## config.mk

```make
export PLATFORM = sky130hd
export DESIGN_NAME = pacman_clk_enable
export DESIGN_NICKNAME = d
export VERILOG_FILES = /design/src/rtl/pacman_clk_enable.sv
export SDC_FILE = /design/constraint.sdc
export NUM_CORES = 1
export LEC_CHECK = 0
export ABC_AREA = 1
export CORE_AREA = 3 3 66 49
export DETAILED_ROUTE_END_ITERATION = 16
export DIE_AREA = 0 0 69 52
export PLACE_DENSITY = 0.81
export RECOVER_POWER = 25
export SYNTH_ARGS = -nofsm -noshare
export SYNTH_HDL_FRONTEND = slang
export SYNTH_SLANG_ARGS = --single-unit
export TNS_END_PERCENT = 10
```

## constraint.sdc

```tcl
create_clock -name clk -period 4.4 [get_ports clk]
set_input_delay 0.44 -clock clk [delete_from_list [all_inputs] [get_ports clk]]
set_output_delay 0.44 -clock clk [all_outputs]
set_load 0.01 [all_outputs]
```

## src/rtl/pacman_clk_enable.sv

```systemverilog
// Pac-Man clock enables (pixel via fractional accumulator, CPU and sound by division) plus core reset sequencing.
// Every output comes straight from a flop, one clk after the edge that decides it; pause freezes all state and zeroes the enables.
module pacman_clk_enable #(
  parameter int INC        = 64,
  parameter int MOD        = 225,
  parameter int ACC_W      = 8,
  parameter int CPU_DIV    = 2,
  parameter int SND_DIV    = 64,
  parameter int RST_CYCLES = 1024
) (
  input  logic clk,
  input  logic reset_n,
  input  logic pause,
  output logic ce_pix,
  output logic ce_cpu,
  output logic ce_snd,
  output logic rst_core,
  output logic running
);

  localparam int CPU_W  = $clog2(CPU_DIV);
  localparam int SND_W  = $clog2(SND_DIV);
  localparam int HOLD_W = (RST_CYCLES > 1) ? $clog2(RST_CYCLES) : 1;

  localparam logic [ACC_W:0]    INC_X     = (ACC_W+1)'(INC);
  localparam logic [ACC_W:0]    MOD_X     = (ACC_W+1)'(MOD);
  localparam logic [CPU_W-1:0]  CPU_LAST  = CPU_W'(CPU_DIV - 1);
  localparam logic [SND_W-1:0]  SND_LAST  = SND_W'(SND_DIV - 1);
  localparam logic [HOLD_W-1:0] HOLD_LAST = HOLD_W'(RST_CYCLES - 1);

  typedef enum logic {
    HOLD = 1'b0,
    RUN  = 1'b1
  } state_e;

  state_e            state_q, state_d;
  logic [ACC_W-1:0]  acc_q, acc_d;
  logic [CPU_W-1:0]  cpu_cnt_q, cpu_cnt_d;
  logic [SND_W-1:0]  snd_cnt_q, snd_cnt_d;
  logic [HOLD_W-1:0] hold_cnt_q, hold_cnt_d;
  logic              ce_pix_q, ce_pix_d;
  logic              ce_cpu_q, ce_cpu_d;
  logic              ce_snd_q, ce_snd_d;

  logic [ACC_W:0]    sum;
  logic              pix_evt;

  // One extra bit on the sum so the wrap test never overflows.
  assign sum     = {1'b0, acc_q} + INC_X;
  assign pix_evt = !pause && (sum >= MOD_X);

  always_comb begin
    state_d    = state_q;
    acc_d      = acc_q;
    cpu_cnt_d  = cpu_cnt_q;
    snd_cnt_d  = snd_cnt_q;
    hold_cnt_d = hold_cnt_q;
    ce_pix_d   = 1'b0;
    ce_cpu_d   = 1'b0;
    ce_snd_d   = 1'b0;

    if (!pause) begin
      acc_d    = pix_evt ? ACC_W'(sum - MOD_X) : sum[ACC_W-1:0];
      ce_pix_d = pix_evt;
    end

    case (state_q)
      HOLD: begin
        // The releasing event leaves the dividers at zero, so the first
        // CPU enable lands on the second pixel event the core sees.
        if (pix_evt) begin
          if (hold_cnt_q == HOLD_LAST) begin
            state_d = RUN;
          end else begin
            hold_cnt_d = hold_cnt_q + HOLD_W'(1);
          end
        end
      end
      RUN: begin
        if (pix_evt) begin
          if (cpu_cnt_q == CPU_LAST) begin
            cpu_cnt_d = '0;
            ce_cpu_d  = 1'b1;
          end else begin
            cpu_cnt_d = cpu_cnt_q + CPU_W'(1);
          end
          if (snd_cnt_q == SND_LAST) begin
            snd_cnt_d = '0;
            ce_snd_d  = 1'b1;
          end else begin
            snd_cnt_d = snd_cnt_q + SND_W'(1);
          end
        end
      end
      default: state_d = HOLD;
    endcase
  end

  always_ff @(posedge clk or negedge reset_n) begin
    if (!reset_n) begin
      state_q    <= HOLD;
      acc_q      <= '0;
      cpu_cnt_q  <= '0;
      snd_cnt_q  <= '0;
      hold_cnt_q <= '0;
      ce_pix_q   <= 1'b0;
      ce_cpu_q   <= 1'b0;
      ce_snd_q   <= 1'b0;
    end else begin
      state_q    <= state_d;
      acc_q      <= acc_d;
      cpu_cnt_q  <= cpu_cnt_d;
      snd_cnt_q  <= snd_cnt_d;
      hold_cnt_q <= hold_cnt_d;
      ce_pix_q   <= ce_pix_d;
      ce_cpu_q   <= ce_cpu_d;
      ce_snd_q   <= ce_snd_d;
    end
  end

  // Reset and run flags decode the state flop directly, so they change
  // on the same edge as the releasing pixel enable.
  assign ce_pix   = ce_pix_q;
  assign ce_cpu   = ce_cpu_q;
  assign ce_snd   = ce_snd_q;
  assign rst_core = (state_q == HOLD);
  assign running  = (state_q == RUN);

endmodule

```

=== Yosys cells after proc, flatten, opt, wreduce, memory -nomap -nowiden ===
Cells that the tools add are included.

* Output and inout port bits: 5
* Bits in registers: 29
* Bits of input ports: 3

* Reduce and logical (&&, ||, !) cells: 4
* Magnitude comparators: 1
* Bitwise logic cells: 2
* Add/subtract/negate cells: 5
* Multiplexer cells: 13
* Equal/unequal tests: 2

{| class="wikitable"
|+ Operators by type and width
! kind !! number
|-
| 2-to-1 mux 1 bit || 11
|-
| adder 10 x 1 -> 10 bit (second input constant) || 1
|-
| == test 10 bit (second input constant) || 1
|-
| adder 8 x 7 -> 9 bit (second input constant) || 1
|-
| >= comparator 9 x 8 -> 1 bit (second input constant) || 1
|-
| 2-to-1 mux 8 bit || 1
|-
| subtractor 8 bit (second input constant) || 1
|-
| adder 6 x 1 -> 6 bit (second input constant) || 1
|-
| == test 6 bit (second input constant) || 1
|-
| 2-to-1 mux 6 bit || 1
|-
| AND reduction 3 bit || 1
|-
| NOT 1 bit || 2
|-
| AND reduction 2 bit || 1
|-
| adder 1 bit (second input constant) || 1
|-
| logical AND 1 bit || 1
|-
| logical NOT 1 bit || 1
|}

=== Depth between registers and ports, before layout ===
Gate-level depths: netlist of run 1.

* Word-level depth: 5
* Depth in mapped cells: 11

=== Worst setup path before layout of run 1 ===
OpenSTA, ideal clock, no wires.

* Path kind: register to register
* Start point: register hold_cnt_q[0]
* End point: register hold_cnt_q[9]
* Cell stages (with the launch flop): 10
* Clock period less this slack: 1456 ps
* Required time: 4281 ps
* Data arrival time: 1337 ps
* Slack: 2944 ps
* Path through: dfrtp_1 > ha_1 > nand2_1 > nor2_2 > nand3_1 > nand2_1 > inv_2 > buf_2 > nand4_1 > nand2_1

* Longest elaborated chain between the ends: 3

{| class="wikitable"
|+ Ends and longest elaborated chain
! element !! RTL line !! text
|-
| start, declared || 40 || <nowiki>logic [HOLD_W-1:0] hold_cnt_q, hold_cnt_d;</nowiki>
|-
| start signal, assigned || 114 || <nowiki>hold_cnt_q <= hold_cnt_d;</nowiki>
|-
| branches (longest 3 deep; another with adder 10 x 1 -> 10 bit) || n/a ||
|}

Several ways; the timed one is not identified.
A chain may end at the register's enable or synchronous reset.

=== Worst setup path after layout of run 1 ===
* Start point: register state_q (netlist: running)
* End point: output port rst_core

* Longest elaborated chain between the ends: 1

{| class="wikitable"
|+ Ends and longest elaborated chain
! element !! RTL line !! text
|-
| start, declared || 36 || <nowiki>state_e state_q, state_d;</nowiki>
|-
| start signal, assigned || 110 || <nowiki>state_q <= state_d;</nowiki>
|-
| NOT 1 bit || n/a ||
|-
| end, declared || 17 || <nowiki>output logic rst_core,</nowiki>
|}

Every way passes these cells.

==> impl_metrics.ini, run 1 <==
[route]
drt_pre_antenna_iters = 4
wire_per_inst_microns = 14.3
drc_errors = 0
drt_iter0_markers = 95
via_per_inst = 5.53
ant_nets = 0
routed-via-count = 1444
routed_wl_microns = 3720

[worst_setup_path]
cp_max_fo = 10
critPathTopFamily = buffers and inverters
cpPeakStageDelay_ps = 570
critPathCaptureType = output pin
crit_arrival_ps = 1580
worstSetupStartpointType = flop
cp_num_buf_inv = 2
crit_chain = inv_1, clkdlybuf4s50_1
required_ps = 3960
worst_path_max_delay_cell = clkdlybuf4s50_1
criticalPathCategory = flop to output pin

[floorplan]
fp.dieH_microns = 52
row_count = 16
core_sq_um = 2720
die_w_microns = 69
io_pins = 8
dieArea_sq_um = 3590
initial_core_util_pct = 61.5

[global_routing]
grt_pass1_vias = 1436
grt.overflow.total = 0
grt_pass1_wl_microns = 6400
grtUsageTotal_pct = 22.9
grt_max_degree = 30
antenna_found_initial = 0

[sta]
worstMarginPinSlew_ps = 1570
holdWs_ps = 496
hold_viol = 0
finalSetupTns_ps = 0
relSlewSlack_pct = -4.82
period_minus_slack_ps = 2020
grt_setup_unrepaired = false
final_min_period_over_clock_period_pct = 45.8
drv_slew = 30
fin_skew_ps = 10.3
setup_violations = 0
clock.fmax_mhz = 496

[synthesis]
synthTopCellsByCount = nand2_1 (79), dfrtp_1 (29), inv_1 (20)
syn_area_per_cell_sq_um = 7.76
synth_largest_area_cell = dfrtp_1
synth_edf_count = 0
ys_top_cells_by_area = dfrtp_1 (43%), nand2_1 (18%), nand4_1 (7.1%)
ys_ff_latch = 29
ys_warn_count = 0
synth_nets = 225
async_flop_share_pct = 100
synthCells = 216
synth_most_common_cell = nand2_1
ys.flop_type = dfrtp_1
yosysUniqueCellTypes = 24
netlist_area_sq_um = 1680
yosysTopAreaCellShare_pct = 43.3
seq_area_frac_synth_pct = 43.3

[final_layout]
area_delta_synth_final_pct = 11.6
n_fill_cell = 221
num_antenna_cells = 0
fin_nets = 233
drive_above_1_share_pct = 7.11
stdcell_area_sq_um = 1870

[job]
maxCapViolations = 1

[placed_design]
hpwlAfterDp_microns = 2450
place.gp.congestion = 0.811
placed_area_sq_um = 1760
io_buffers = 7

[power_and_ir_drop]
report.power.total_mw = 1.02
powerDensity_nw_per_um2 = 544
p_leak_nw = 0.947
ir_drop_mv = 0.526

[clocking]
cts_hold_buf = 0
htreeDepth = 2
cts.reportedPaths.clkPinSlew_ps = 60
ctsRootBufferMaster = clkbuf_8
cts_buffer_depth = 2
post_cts_buffers = 0
tritoncts = built
clkSinkCount = 29
cts_made_buffers = 5
clk_latency_ps = 280
post_cts_resized = 0

[outcome]
status = finished, violations left
violations = max-capacitance violations, max-slew violations

[worst_hold_path]
worstHoldPathType = flop to flop
[logic make-up after synthesis]
family                   after synthesis  synth area share [%]
AND/OR/NAND/NOR                      134                  37.2
flip-flops                            29                  43.3
buffers and inverters                 28                  7.17
AO/OA/AOI/OAI                         10                  3.14
XOR/XNOR                               9                  4.71
adder cells (fa/ha/maj)                6                  4.48
[registers in the layout, indices dropped and copies added (netlist names)]
| register | count |
|---|---|
| cpu_cnt_q | 1 |
| ce_pix | 1 |
| running | 1 |
| hold_cnt_q | 10 |
| acc_q | 8 |
| ce_snd | 1 |
| snd_cnt_q | 6 |
| ce_cpu | 1 |
[report_power, final]
group	switching (mW)	internal [mW]	total [mW]
logic	0.219	0.120	0.339
registers	0.0648	0.327	0.391
clock network	0.101	0.184	0.285
total	0.385	0.631	1.02
[layout by cell type, fill, tap and decap left out]
cell type / instances
inv_2: 1
dfrtp_1: 29
o21bai_1: 1
nand4_1: 19
nand3b_1: 3
dlygate4sd3_1: 1
clkbuf_1: 2
nand3_2: 2
inv_1: 20
clkdlybuf4s50_1: 6
a21oi_1: 1
ha_1: 6
nor3_1: 1
nand3_4: 2
bufinv_16: 1
xnor2_1: 3
clkbuf_8: 6
nor2_2: 2
nand2_1: 79
nor2_1: 16
xor2_1: 6
nand3_1: 8
o21ai_1: 6
o21ai_0: 2
nand2_2: 2
[worst reg2reg max path: stages, from the launching register on]
cell	delay, ps
dfrtp_1	400
inv_1	80
ha_1	200
nand3_1	70
nor2_1	50
nor2_1	140
nand2_2	310
nand2_2	330
inv_1	90
nand2_1	70
nand2_1	50
[routing by layer]
layer	wire, microns	GRT usage (%)	up-vias	share of wire, %
met1	1650	26.6	690	44
met5	0	0	-	0
met3	145	5.41	10	3.9
met4	68	10.1	0	1.8
li1	-	-	710	-
met2	1860	41.0	34	50
[metrics by stage]
step | worst slack [ps] | utilization (%) | cells
after global placement | 2390 | 64.5 | 253
after CTS | 2380 | 68.8 | 261
after global routing | 2090 | 68.7 | 261
after detailed placement | 2300 | 64.5 | 253
final | 2380 | 68.7 | 261
after floorplan | 2940 | - | 216
[area by class of cell]
type	count	area (sq um)	share of cell area [%]
Tap cell	36	45.0	2.41
Multi-Input combinational cell	159	830	44.4
Sequential cell	29	726	38.8
Clock inverter	1	30.0	1.61
Timing Repair Buffer	8	73.8	3.95
Clock buffer	7	86.3	4.62
Inverter	21	78.8	4.22
[path summary, 6_finish.rpt]
kind | start | endpoint | slack, ps | cells past startpoint
worst max-delay path | running | rst_core | 2380 | 2
worst min-delay path | cpu_cnt_q | cpu_cnt_q | 500 | 2
worst max register to register | acc_q[6] | acc_q[0] | 2490 | 10
worst min register to register | cpu_cnt_q | cpu_cnt_q | 500 | 2
max in group asynchronous | reset_n | acc_q[5] | 2400 | 2
min in group asynchronous | reset_n | hold_cnt_q[0] | 1080 | 2
Power figures use the tool's default switching activity.
==> run 2: changes to the inputs <==
--- a/config.mk
+++ b/config.mk
@@ -6,10 +6,10 @@
 export NUM_CORES = 1
 export LEC_CHECK = 0
 export ABC_AREA = 1
-export CORE_AREA = 3 3 66 49
+export CORE_AREA = 3 3 72 54
 export DETAILED_ROUTE_END_ITERATION = 16
-export DIE_AREA = 0 0 69 52
-export PLACE_DENSITY = 0.81
+export DIE_AREA = 0 0 75 57
+export PLACE_DENSITY = 0.71
 export RECOVER_POWER = 25
 export SYNTH_ARGS = -nofsm -noshare
 export SYNTH_HDL_FRONTEND = slang
==> constraint.sdc (replaced) <==
create_clock -name clk -period 1.7 [get_ports clk]
set_input_delay 0.17 -clock clk [delete_from_list [all_inputs] [get_ports clk]]
set_output_delay 0.17 -clock clk [all_outputs]
set_load 0.01 [all_outputs]
==> run 2 against run 1 <==
  * The flow now finishes without violations
  * Routed wire length fell by 1.5%
  * Clock skew down 1.9 ps
  * Die area is 19% higher
  * Sequential power grew to 2.5 times the previous value
  * Critical endpoint is now hold_cnt_q[8]
==> impl_metrics.ini, run 2 (synthesis gave the netlist of run 1 again) <==
[clocking]
cts_buffer_depth = 2
tritoncts = built
ctsRootBufferMaster = clkbuf_8
cts.reportedPaths.clkPinSlew_ps = 60
clk_latency_ps = 280
cts_made_buffers = 5
cts_hold_buf = 0
clkSinkCount = 29
htreeDepth = 2

[final_layout]
largest_register_ffs = 10
fin_nets = 248
drive_above_1_share_pct = 14.6
largest-register = hold_cnt_q
area_delta_synth_final_pct = 20.1
largestRegisters = hold_cnt_q: 10 flops, acc_q: 8 flops, snd_cnt_q: 6 flops
utilization_pct = 63.5
fin_cells = 277
stdcell_area_sq_um = 2010
num_antenna_cells = 0
mostFrequentLayoutCells = nand2_1 (79), dfrtp_1 (29), inv_1 (19), nand4_1 (19), nor2_1 (14)
final_common_cell = nand2_1

[route]
via_per_inst = 5.33
drc_errors = 0
ant_nets = 0
drt_iter0_markers = 129
routed-via-count = 1476
wire_per_inst_microns = 13.2
routed_wl_microns = 3670
drt_pre_antenna_iters = 4

[sta]
setup_violations = 0
period_minus_slack_ps = 1640
drv_slew = 0
holdWs_ps = 460
hold_viol = 0
finalSetupTns_ps = 0
fin_skew_ps = 8.38
relSlewSlack_pct = 52.6
final_min_period_over_clock_period_pct = 96.5
worstMarginPinSlew_ps = 712
clock.fmax_mhz = 610

[worst_setup_path]
criticalPathCategory = flop to flop
critPathCaptureType = flop
cp_max_fo = 7
worstSetupStartpointType = flop
required_ps = 1870
crit_arrival_ps = 1810

[power_and_ir_drop]
p_leak_nw = 1.02
ir_drop_mv = 0.846
powerDensity_nw_per_um2 = 1370

[placed_design]
place.gp.congestion = 0.847
hpwlAfterDp_microns = 2270
io_buffers = 7
placed_area_sq_um = 1820
dpl.cell_count = 262

[floorplan]
fp.dieH_microns = 57
dieArea_sq_um = 4280
row_count = 17
core_sq_um = 3170
initial_core_util_pct = 52.9
io_pins = 8
die_w_microns = 75

[job]
maxCapViolations = 0

[global_routing]
grt_pass1_wl_microns = 5910
grt_max_degree = 30
grtUsageTotal_pct = 18.4
grt.overflow.total = 0
grt_pass1_vias = 1320
antenna_found_initial = 0

[outcome]
status = complete, no violations

[worst_hold_path]
worstHoldPathType = input pin to async pin
run 2: changes by cell type in the layout (fill, tap and decap cells not counted), sizes merged:
cell | before | now
buf | 0 | 13
nand3 | 12 | 14
bufinv | 1 | 0
run 2: timing repair:
item	CTS	global route
cloned	0	2
gates resized for setup	1	10
hold endpoints to repair	0	0
setup endpoints to repair	1	28
pin swaps	0	2
setup buffers	0	6
run 2: final timing paths:
kind	startpoint	end	slack (ps)	depth (start not counted)
hold reg to reg	cpu_cnt_q	cpu_cnt_q	480	2
setup reg to reg	acc_q[6]	hold_cnt_q[8]	60	9
max in group asynchronous	reset_n	acc_q[1]	780	2
hold / removal	reset_n	hold_cnt_q[6]	460	2
min in group clk	pause	acc_q[7]	460	3
setup / recovery	acc_q[6]	hold_cnt_q[8]	60	9
run 2: worst max-delay path, cell delays in order (launching register included):
cell and delay [ps]:
dfrtp_1 410, inv_2 70, ha_2 270, inv_1 70, nand3_2 140, nand2_8 140, buf_8 140, nand3_2 140
nand2_1 90, nand2_1 50
run 2: area by class of cell:
class | instances | area [sq um]
repair buffers | 21 | 193
well taps | 38 | 47.5
flip-flops and latches | 29 | 726
multi-input cells | 161 | 881
inverters | 21 | 78.8
clock buffers | 7 | 86.3
fillers | 273 | 1160
run 2: power breakdown:
group	internal, mW	switching (mW)	leakage (nW)
clock	0.320	0.252	0.0443
sequential	0.846	0.149	0.381
combinational	0.510	0.675	0.592
run 2: stage by stage:
stage / total power, mW / setup WS (ps)
final: 2.75 / 60.3
after global routing: 2.97 / -22.8
after CTS: 2.49 / 0.728
after detailed placement: 1.89 / -0.352
after global placement: 1.87 / 72.4
after floorplan: 1.71 / 244
run 2: metal layers:
metal	global-route usage (%)	wire length [microns]	vias to the layer above	share of wire (%)
met5	0	0	-	0
met2	25.9	1690	38	46
met3	4.93	203	7	5.5
met4	11.7	77	0	2.1
met1	24.6	1700	681	46
li1	-	-	750	-
